[src/rtl/cp0_int_ctrl_if.sv]
// Bus bundle between the CP0 pipeline (master) and the Count/Compare/Cause block (slave).
// Carries MTC0 writes, exception commit, interrupt lines, Status input and the register outputs.
interface cp0_int_ctrl_if;
   logic        mtc0_we;
   logic [5:0]  cp0_addr;
   logic [31:0] mtc0_data;
   logic        exception;
   logic [4:0]  exc_code;
   logic        exc_bd;
   logic [5:0]  ext_int;
   logic [31:0] cp0_Status_data;
   logic [31:0] cp0_Count_data;
   logic [31:0] cp0_Compare_data;
   logic [31:0] cp0_Cause_data;
   logic        int_req;

   modport master (
      output mtc0_we, cp0_addr, mtc0_data, exception, exc_code, exc_bd, ext_int, cp0_Status_data,
      input  cp0_Count_data, cp0_Compare_data, cp0_Cause_data, int_req
   );

   modport slave (
      input  mtc0_we, cp0_addr, mtc0_data, exception, exc_code, exc_bd, ext_int, cp0_Status_data,
      output cp0_Count_data, cp0_Compare_data, cp0_Cause_data, int_req
   );
endinterface

[src/rtl/cp0_int_ctrl.sv]
// CP0 Count/Compare/Cause registers and registered interrupt-request generator.
// Timer interrupt from Count==Compare on increment; external lines via 2-flop synchronizers.
module cp0_int_ctrl #(
   parameter logic [5:0] ADDR_COUNT   = 6'd9,
   parameter logic [5:0] ADDR_COMPARE = 6'd11,
   parameter logic [5:0] ADDR_CAUSE   = 6'd13,
   parameter int         COUNT_DIV    = 2
) (
   input  logic           clk,
   input  logic           rst_n,
   cp0_int_ctrl_if.slave  bus
);

   localparam int PHASE_W = (COUNT_DIV > 1) ? $clog2(COUNT_DIV) : 1;
   localparam logic [PHASE_W-1:0] PHASE_LAST = PHASE_W'(COUNT_DIV - 1);
   localparam logic [PHASE_W-1:0] PHASE_ONE  = PHASE_W'(1);

   logic [31:0]        count_r;
   logic [31:0]        compare_r;
   logic [PHASE_W-1:0] phase_r;
   logic               ti_r;
   logic               bd_r;
   logic [4:0]         exc_code_r;
   logic [1:0]         sw_ip_r;
   logic [5:0]         sync1_r;
   logic [5:0]         sync2_r;
   logic               int_req_r;

   logic               wr_ok_s;
   logic               wr_count_s;
   logic               wr_compare_s;
   logic               wr_cause_s;
   logic               tick_s;
   logic [31:0]        count_inc_s;
   logic [7:0]         ip_s;
   logic               status_ie_s;
   logic               status_exl_s;
   logic [7:0]         status_im_s;
   logic               unused_status_s;

   // Decode accepted writes (an exception commit blocks every MTC0) and the Count tick.
   always_comb begin
      wr_ok_s         = bus.mtc0_we & ~bus.exception;
      wr_count_s      = wr_ok_s & (bus.cp0_addr == ADDR_COUNT);
      wr_compare_s    = wr_ok_s & (bus.cp0_addr == ADDR_COMPARE);
      wr_cause_s      = wr_ok_s & (bus.cp0_addr == ADDR_CAUSE);
      tick_s          = (phase_r == PHASE_LAST);
      count_inc_s     = count_r + 32'd1;
      ip_s            = {sync2_r[5] | ti_r, sync2_r[4:0], sw_ip_r};
      status_ie_s     = bus.cp0_Status_data[0];
      status_exl_s    = bus.cp0_Status_data[1];
      status_im_s     = bus.cp0_Status_data[15:8];
      unused_status_s = ^{bus.cp0_Status_data[31:16], bus.cp0_Status_data[7:2]};
   end

   // Count, phase divider, Compare and the timer-interrupt flag.
   always_ff @(posedge clk) begin
      if (!rst_n) begin
         count_r   <= 32'd0;
         compare_r <= 32'd0;
         phase_r   <= {PHASE_W{1'b0}};
         ti_r      <= 1'b0;
      end else begin
         if (wr_count_s) begin
            count_r <= bus.mtc0_data;
            phase_r <= {PHASE_W{1'b0}};
         end else if (tick_s) begin
            count_r <= count_inc_s;
            phase_r <= {PHASE_W{1'b0}};
         end else begin
            count_r <= count_r;
            phase_r <= phase_r + PHASE_ONE;
         end
         // A Compare write clears TI even if an increment match lands on the same edge.
         if (wr_compare_s) begin
            compare_r <= bus.mtc0_data;
            ti_r      <= 1'b0;
         end else if (tick_s && !wr_count_s && (count_inc_s == compare_r)) begin
            compare_r <= compare_r;
            ti_r      <= 1'b1;
         end else begin
            compare_r <= compare_r;
            ti_r      <= ti_r;
         end
      end
   end

   // Cause fields, software IP bits and the external-line synchronizers.
   always_ff @(posedge clk) begin
      if (!rst_n) begin
         bd_r       <= 1'b0;
         exc_code_r <= 5'd0;
         sw_ip_r    <= 2'b00;
         sync1_r    <= 6'd0;
         sync2_r    <= 6'd0;
      end else begin
         sync1_r <= bus.ext_int;
         sync2_r <= sync1_r;
         if (bus.exception) begin
            exc_code_r <= bus.exc_code;
            bd_r       <= status_exl_s ? bd_r : bus.exc_bd;
         end else begin
            exc_code_r <= exc_code_r;
            bd_r       <= bd_r;
         end
         if (wr_cause_s) begin
            sw_ip_r <= bus.mtc0_data[9:8];
         end else begin
            sw_ip_r <= sw_ip_r;
         end
      end
   end

   // Level interrupt request, one edge behind IP and Status.
   always_ff @(posedge clk) begin
      if (!rst_n) begin
         int_req_r <= 1'b0;
      end else begin
         int_req_r <= status_ie_s & ~status_exl_s & (|(ip_s & status_im_s));
      end
   end

   assign bus.cp0_Count_data   = count_r;
   assign bus.cp0_Compare_data = compare_r;
   assign bus.cp0_Cause_data   = {bd_r, ti_r, 14'd0, ip_s, 1'b0, exc_code_r, 2'b00};
   assign bus.int_req          = int_req_r;

endmodule

[src/flat_wrapper.sv]
// flat-port wrapper written by rule: the top's interface ports become plain ports
module cp0_int_ctrl_flat 
#(
   parameter logic [5:0] ADDR_COUNT   = 6'd9,
   parameter logic [5:0] ADDR_COMPARE = 6'd11,
   parameter logic [5:0] ADDR_CAUSE   = 6'd13,
   parameter int         COUNT_DIV    = 2
)
  (clk, rst_n, bus_mtc0_we, bus_cp0_addr, bus_mtc0_data, bus_exception, bus_exc_code, bus_exc_bd, bus_ext_int, bus_cp0_Status_data, bus_cp0_Count_data, bus_cp0_Compare_data, bus_cp0_Cause_data, bus_int_req);
  cp0_int_ctrl_if bus_i ();
  input  logic clk;
  input  logic rst_n;
  input wire logic [$bits(bus_i.mtc0_we)-1:0] bus_mtc0_we;
  input wire logic [$bits(bus_i.cp0_addr)-1:0] bus_cp0_addr;
  input wire logic [$bits(bus_i.mtc0_data)-1:0] bus_mtc0_data;
  input wire logic [$bits(bus_i.exception)-1:0] bus_exception;
  input wire logic [$bits(bus_i.exc_code)-1:0] bus_exc_code;
  input wire logic [$bits(bus_i.exc_bd)-1:0] bus_exc_bd;
  input wire logic [$bits(bus_i.ext_int)-1:0] bus_ext_int;
  input wire logic [$bits(bus_i.cp0_Status_data)-1:0] bus_cp0_Status_data;
  output wire logic [$bits(bus_i.cp0_Count_data)-1:0] bus_cp0_Count_data;
  output wire logic [$bits(bus_i.cp0_Compare_data)-1:0] bus_cp0_Compare_data;
  output wire logic [$bits(bus_i.cp0_Cause_data)-1:0] bus_cp0_Cause_data;
  output wire logic [$bits(bus_i.int_req)-1:0] bus_int_req;
  assign bus_i.mtc0_we = bus_mtc0_we;
  assign bus_i.cp0_addr = bus_cp0_addr;
  assign bus_i.mtc0_data = bus_mtc0_data;
  assign bus_i.exception = bus_exception;
  assign bus_i.exc_code = bus_exc_code;
  assign bus_i.exc_bd = bus_exc_bd;
  assign bus_i.ext_int = bus_ext_int;
  assign bus_i.cp0_Status_data = bus_cp0_Status_data;
  assign bus_cp0_Count_data = bus_i.cp0_Count_data;
  assign bus_cp0_Compare_data = bus_i.cp0_Compare_data;
  assign bus_cp0_Cause_data = bus_i.cp0_Cause_data;
  assign bus_int_req = bus_i.int_req;
  cp0_int_ctrl #(.ADDR_COUNT(ADDR_COUNT), .ADDR_COMPARE(ADDR_COMPARE), .ADDR_CAUSE(ADDR_CAUSE), .COUNT_DIV(COUNT_DIV)) u_core (.clk(clk), .rst_n(rst_n), .bus(bus_i));
endmodule
[config.mk]
export PLATFORM = sky130hd
export DESIGN_NAME = cp0_int_ctrl_flat
export DESIGN_NICKNAME = d
export VERILOG_FILES = /design/src/rtl/cp0_int_ctrl_if.sv /design/src/rtl/cp0_int_ctrl.sv /design/src/flat_wrapper.sv
export SDC_FILE = /design/constraint.sdc
export NUM_CORES = 1
export LEC_CHECK = 0
export ABC_AREA = 1
export CORE_ASPECT_RATIO = 0.6
export CORE_UTILIZATION = 41
export CTS_CLUSTER_DIAMETER = 50
export DETAILED_ROUTE_END_ITERATION = 6
export MAX_ROUTING_LAYER = met4
export PLACE_DENSITY = 0.77
export SLEW_MARGIN = 10
export SYNTH_ARGS = -nofsm -noshare
export SYNTH_HDL_FRONTEND = slang
export SYNTH_SLANG_ARGS = --single-unit
[constraint.sdc]
create_clock -name clk -period 1.95 [get_ports clk]
set_input_delay 0.39 -clock clk [delete_from_list [all_inputs] [get_ports clk]]
set_output_delay 0.39 -clock clk [all_outputs]
set_load 0.05 [all_outputs]
[Word-level counts from Yosys, hierarchy flattened]
Cells that the tools add are included.
Word-level totals
  register bits: 87
  bits of input ports: 86
  output and inout bits: 97
  word-level logic and storage cells: 37
Operators by class
  add/subtract/negate cells: 2
  equality and inequality tests: 4
  multiplexer cells: 2
  bitwise logic cells: 11
  reductions and logical operators: 8
Operators by type and width (number)
  $mux 32: 2
  $add 32x1->32 const B: 1
  $eq 32x32->1: 1
  $eq 6x4->1 const B: 3
  $and 8x8->8: 1
  $reduce_or 8->1: 1
  $and 1x1->1: 6
  $not 1->1: 3
  $reduce_or 3->1: 1
  $logic_and 1x1->1: 2
  $reduce_and 2->1: 1
  $reduce_bool 2->1: 1
  $reduce_or 2->1: 1
  $add 1x1->1 const B: 1
  $logic_not 1->1: 1
  $or 1x1->1: 1

[Longest topological paths before layout]
  word-level depth: 6
  mapped depth: 15

[Least setup slack after synthesis]
No wires, ideal clock.
  kind: register to register
  start point: register u_core.count_r[0] (netlist: u_core.bus.cp0_Count_data[0])
  end point: register u_core.ti_r
  data arrival time: 2184 ps
  data required time: 1884 ps
  slack: -300 ps
  stages on the path, launching flop included: 14
  clock period less this slack: 2250 ps
  path through: dfxtp_1 ha_1 nand2_2 nor2_8 nand2_4 nor2_4 nand3_1 nand3b_1 nand2_1 nor2_1 nand2_1 nor2_1 nand3_1 a21oi_2
Between the ends
  longest elaborated chain between the ends: 3
RTL lines
  start: declaration: line cp0_int_ctrl.sv:18  | logic [31:0] count_r;
  start signal: assignment: line cp0_int_ctrl.sv:65  | count_r <= bus.mtc0_data;
  start signal: assignment: line cp0_int_ctrl.sv:68  | count_r <= count_inc_s;
  start signal: assignment: line cp0_int_ctrl.sv:71  | count_r <= count_r;
  $add 32x1->32: line cp0_int_ctrl.sv:48  | count_inc_s = count_r + 32'd1;
  $eq 32x32->1: line cp0_int_ctrl.sv:78  | end else if (tick_s && !wr_count_s && (count_inc_s == compare_r)) begin
  $logic_and 1x1->1: line cp0_int_ctrl.sv:78
  end signal: assignment: line cp0_int_ctrl.sv:83  | ti_r <= ti_r;
  end: declaration: line cp0_int_ctrl.sv:21  | logic ti_r;
No other way between the ends.
A chain may end at the register's enable or synchronous reset.

[Worst setup path in the final report]
  start point: register u_core.count_r[1] (netlist: u_core.bus.cp0_Count_data[1])
  end point: register u_core.ti_r
Same word-level chain as after synthesis.

==> metrics.txt <==
# TYPE chip_impl_metric gauge
chip_impl_metric{name="finalHoldViolCount",unit=""} 0
chip_impl_metric{name="design.core.area",unit="µm²"} 12180
chip_impl_metric{name="rr_worst_depth",unit=""} 15
chip_impl_metric{name="seqPwrFrac",unit="%"} 43.0
chip_impl_metric{name="cp_data_arrival_time",unit="ps"} 2340
chip_impl_metric{name="final_area",unit="µm²"} 7622
chip_impl_metric{name="irDropWorstVdd",unit="mV"} 0.4347
chip_impl_metric{name="sw_pwr",unit="W"} 0.001220
chip_impl_metric{name="switching_share",unit="%"} 28.77
chip_impl_metric{name="worstPathMaxFanout",unit=""} 6
chip_impl_metric{name="groute.usage.overall",unit="%"} 27.87
chip_impl_metric{name="n_antenna_cell",unit=""} 0
chip_impl_metric{name="dp_slack",unit="ps"} -225.9
chip_impl_metric{name="power.combinational.fraction",unit="%"} 13.4
chip_impl_metric{name="post_place_cell_area",unit="µm²"} 7208
chip_impl_metric{name="worst-slew-pin-transition",unit="ps"} 527.2
chip_impl_metric{name="drt_first_pass_iters",unit=""} 5
chip_impl_metric{name="fin_worst_skew",unit="ps"} 7.963
chip_impl_info{name="clk_root_buffer_cell",value="sky130_fd_sc_hd__clkbuf_16"} 1
chip_impl_metric{name="drv_cap",unit=""} 0
chip_impl_metric{name="synthDistinctLibCells",unit=""} 36
chip_impl_metric{name="achievable-frequency",unit="MHz"} 489.0
chip_impl_metric{name="timing.final.ws_setup",unit="ps"} -94.86
chip_impl_metric{name="synth.yosys.seq_area_share",unit="%"} 33.65
chip_impl_metric{name="post_cts_hold_buffer_count",unit=""} 0
chip_impl_metric{name="globalRoute.totalOverflow",unit=""} 0
chip_impl_metric{name="die_area",unit="µm²"} 13090
chip_impl_metric{name="finalCritPeriodShare",unit="%"} 104.9
chip_impl_info{name="failed_checks",value="setup timing"} 1
chip_impl_metric{name="instances_no_fill",unit=""} 1208
chip_impl_metric{name="worstSetupPathDepth",unit=""} 15
chip_impl_info{name="crit_end",value="u_core.ti_r$_SDFFE_PP0P_"} 1
chip_impl_metric{name="maximum_number_of_pins_on_one_net_before_global_route_repair",unit=""} 30
chip_impl_metric{name="syn_inst",unit=""} 822
chip_impl_info{name="crit_slowest_cell",value="sky130_fd_sc_hd__dfxtp_4"} 1
chip_impl_info{name="min-delay-start",value="u_core.sync1_r[0]$_SDFF_PN0_"} 1
chip_impl_metric{name="detail_route.wirelength",unit="mm"} 17.57
chip_impl_info{name="r2r_startpoint",value="u_core.bus.cp0_Count_data[1]$_SDFFE_PN0P_"} 1
chip_impl_metric{name="chipWidth",unit="µm"} 147.1
chip_impl_metric{name="drt_drc_violations_left",unit=""} 0
chip_impl_metric{name="numPortBuffers",unit=""} 143
chip_impl_metric{name="max-slew-margin-rel",unit="%"} 64.74
chip_impl_metric{name="area.growth.synth_to_final",unit="%"} 47.26
chip_impl_info{name="grt_setup_unrepaired",value="true"} 1
chip_impl_metric{name="dpl.cell_count",unit=""} 1190
chip_impl_info{name="run_status",value="finished with violations"} 1
chip_impl_metric{name="post-dp-hpwl",unit="mm"} 13.52
chip_impl_metric{name="report.final.setup_viol",unit=""} 1
chip_impl_metric{name="worst-path-buf-inv",unit=""} 0
chip_impl_metric{name="nFillCells",unit=""} 1117
chip_impl_metric{name="start_util",unit="%"} 42.50
chip_impl_metric{name="ios",unit=""} 183
chip_impl_metric{name="clock_path_buffers",unit=""} 2
chip_impl_info{name="timing_worst_setup_path_type",value="register to register"} 1
chip_impl_metric{name="synth-warning-count",unit=""} 0
chip_impl_info{name="tritoncts",value="yes"} 1
chip_impl_info{name="crit_path_end_kind",value="register"} 1
chip_impl_info{name="most-common-layout-cells",value="sky130_fd_sc_hd__nand2_1, sky130_fd_sc_hd__buf_4, sky130_fd_sc_hd__nor2_1"} 1
chip_impl_metric{name="numCtsBuffers",unit=""} 9
chip_impl_info{name="hold_class",value="register to register"} 1
chip_impl_metric{name="max_slew_violation_count",unit=""} 0
chip_impl_metric{name="num-nets-final",unit=""} 1125
chip_impl_metric{name="p_per_area",unit="nW/µm²"} 556.4
chip_impl_info{name="setup.worst_path.start_class",value="register"} 1
chip_impl_metric{name="average_cell_area_after_synthesis",unit="µm²"} 6.297
chip_impl_metric{name="setup.reg_to_reg.worst_slack",unit="ps"} -90
chip_impl_info{name="cp_cell_sequence",value="ha_4 > nand2_4 > nor2_8 > nand2_4 > nor2_4 > nand2_2 > nand2_2 > nand2_1 > nand2_1 > nand2_1 > nor2_2 > nand2_1 > nor2_1 > nand3_1 > a21oi_2"} 1
chip_impl_metric{name="cts.sink_count",unit=""} 87
chip_impl_metric{name="final_layout_size_suffix_gt1_share",unit="%"} 22.15
chip_impl_metric{name="cellInternalPower",unit="W"} 0.003021
chip_impl_info{name="worst_path_dominant_cell_family",value="simple AND/OR/NAND/NOR gates"} 1
chip_impl_metric{name="path_clk_slew",unit="ps"} 80
chip_impl_metric{name="total_leakage_power",unit="nW"} 3.536
chip_impl_metric{name="wl_cell",unit="µm"} 14.55
chip_impl_info{name="reg2reg_to",value="u_core.ti_r$_SDFFE_PP0P_"} 1
chip_impl_metric{name="rows",unit=""} 31
chip_impl_metric{name="p_clk_share",unit="%"} 43.6
chip_impl_metric{name="clock_network_latency_to_the_later_pin_of_the_worst_skew_pair",unit="ps"} 350
chip_impl_metric{name="crit_required",unit="ps"} 2240
chip_impl_metric{name="initial_antenna_violation_count",unit=""} 0
chip_impl_info{name="crit_start",value="u_core.bus.cp0_Count_data[1]$_SDFFE_PN0P_"} 1
chip_impl_metric{name="via_per_inst",unit=""} 4.986
chip_impl_metric{name="timing.critical_path.slowest_cell_delay",unit="ps"} 380
chip_impl_metric{name="antenna_left",unit=""} 0
chip_impl_metric{name="die_y",unit="µm"} 89.04
chip_impl_metric{name="vias",unit=""} 6023
chip_impl_metric{name="finalWorstPathRequiredPeriod",unit="ps"} 2045
chip_impl_metric{name="postLayoutCoreUtil",unit="%"} 62.58
chip_impl_metric{name="finalWeightedCongestion",unit=""} 0.9552
chip_impl_metric{name="post_route_worst_hold_slack",unit="ps"} 416.0
chip_impl_metric{name="first_global_vias",unit=""} 5348
chip_impl_metric{name="ctsHtreeMaxLevel",unit=""} 3
chip_impl_metric{name="synth-seq-cells",unit=""} 87
chip_impl_metric{name="post_synth_instance_area",unit="µm²"} 5176
chip_impl_metric{name="number_of_drc_violations_after_detailed_routing_iteration_0",unit=""} 506
chip_impl_metric{name="grt_pass1_wl",unit="mm"} 27.34
chip_impl_info{name="final_common_cell",value="sky130_fd_sc_hd__nand2_1"} 1
chip_impl_info{name="critical-path-top-cell-by-count",value="sky130_fd_sc_hd__nand2_1"} 1
==> layout make-up <==
type	count	area, µm²	share of cell area (%)
clock buffer	10	250.2	3.283
clock inverter	6	65.06	0.8536
inverter	92	345.3	4.531
multi-input combinational	613	2964	38.89
sequential	87	1773	23.26
tap	165	206.4	2.708
timing repair buffer	235	2018	26.48
==> synth_stat cells <==
cell type                  number  area, µm²
sky130_fd_sc_hd__a21oi_2        1      8.760
sky130_fd_sc_hd__clkbuf_1      21      78.83
sky130_fd_sc_hd__or2_2          1      6.260
sky130_fd_sc_hd__buf_1          1      3.750
sky130_fd_sc_hd__nor4_1         2      12.51
sky130_fd_sc_hd__inv_2          1      3.750
sky130_fd_sc_hd__nor2_8         2      40.04
sky130_fd_sc_hd__a31oi_1       22      137.6
sky130_fd_sc_hd__o221ai_1       2      17.52
sky130_fd_sc_hd__o21bai_1       1      7.510
sky130_fd_sc_hd__a221oi_1       6      52.55
sky130_fd_sc_hd__nand2_4        1      11.26
sky130_fd_sc_hd__xor2_1         5      43.79
sky130_fd_sc_hd__o211ai_1       1      7.510
sky130_fd_sc_hd__a21oi_1       21      105.1
sky130_fd_sc_hd__nand4_1        3      18.77
sky130_fd_sc_hd__a22oi_1        1      7.510
sky130_fd_sc_hd__xnor2_1        1      8.760
sky130_fd_sc_hd__buf_4         24      180.2
sky130_fd_sc_hd__nand2_1      248      930.9
sky130_fd_sc_hd__nor2_1       117      439.2
sky130_fd_sc_hd__a22o_1         1      8.760
sky130_fd_sc_hd__nand3_1       73      365.4
sky130_fd_sc_hd__inv_1         91      341.6
sky130_fd_sc_hd__and2_1         2      12.51
sky130_fd_sc_hd__nand3_2        2      20.02
sky130_fd_sc_hd__o21ai_0       45      225.2
sky130_fd_sc_hd__o22ai_1        1      6.260
sky130_fd_sc_hd__nand3b_1      14      105.1
sky130_fd_sc_hd__dfxtp_1       87       1742
sky130_fd_sc_hd__nand2_2        9      56.30
sky130_fd_sc_hd__conb_1         1      3.750
sky130_fd_sc_hd__nor2_2         5      31.28
sky130_fd_sc_hd__ha_1           1      12.51
sky130_fd_sc_hd__xnor3_1        3      67.56
sky130_fd_sc_hd__nor2_4         5      56.30
==> power groups by stage <==
stage	Combinational (W)	Clock, W	Sequential, W
after floorplan	0.000262	0	0.00191
after global placement	0.000555	0	0.00186
after detailed placement	0.000559	0	0.00186
after CTS	0.000560	0.00186	0.00182
after global routing	0.000604	0.00193	0.00183
final	0.000567	0.00185	0.00182
==> flip-flops by register name, indices dropped and copies added, names as in the netlist <==
name,cells
u_core.exc_code_r,5
u_core.phase_r,1
u_core.sync2_r,6
u_core.sync1_r,6
u_core.bus.cp0_Compare_data,32
u_core.bus.int_req,1
u_core.bd_r,1
u_core.sw_ip_r,2
u_core.ti_r,1
u_core.bus.cp0_Count_data,32
==> tightest hold or removal path, delay by kind of cell, from the launching register on <==
kind,cells,cell delay (ps)
simple gates,1,50
buf+inv,1,40
flops,1,310
==> per-stage QoR <==
| stage | power, W | setup TNS [ps] |
|---|---|---|
| after detailed placement | 0.002423 | -3394 |
| final | 0.004241 | -94.86 |
| after global placement | 0.002420 | -2314 |
| after CTS | 0.004240 | -118.5 |
| after global routing | 0.004365 | -269.0 |
| after floorplan | 0.002176 | 0 |
==> how the worst min path moves through the flow <==
| stage | end | slack (ps) | cells past startpoint |
|---|---|---|---|
| after global placement | u_core.sync2_r[0]$_SDFF_PN0_ | 390 | 2 |
| final | u_core.sync2_r[0]$_SDFF_PN0_ | 420 | 2 |
| after global routing | u_core.sync2_r[5]$_SDFF_PN0_ | 430 | 2 |
| after CTS | u_core.sync2_r[3]$_SDFF_PN0_ | 410 | 3 |
| after floorplan | u_core.sync2_r[0]$_SDFF_PN0_ | 390 | 2 |
| after detailed placement | u_core.sync2_r[3]$_SDFF_PN0_ | 400 | 2 |
==> kinds of logic after synthesis <==
group	count (synthesis)	synth area share, %
AND/OR/NAND/NOR	484	40.68
buffers and inverters	138	11.75
AO/OA/AOI/OAI	102	11.29
flip-flops	87	33.65
XOR/XNOR	9	2.320
adder cells (fa/ha/maj)	1	0.2417
other	1	0.07245
==> metal layers <==
layer | global-route usage, % | part of all wire (%)
met1 | 39.16 | 48
met2 | 41.08 | 42
met3 | 5.969 | 9.8
met4 | 5.155 | 1.1
met5 | - | 0
==> what timing repair did <==
item	4_1_cts	5_1_grt
pin swaps	3	15
endpoints found under the setup margin	7	10
gates resized for setup	13	21
buffers inserted	0	2
No activity file was read; power rests on OpenSTA's default activity.
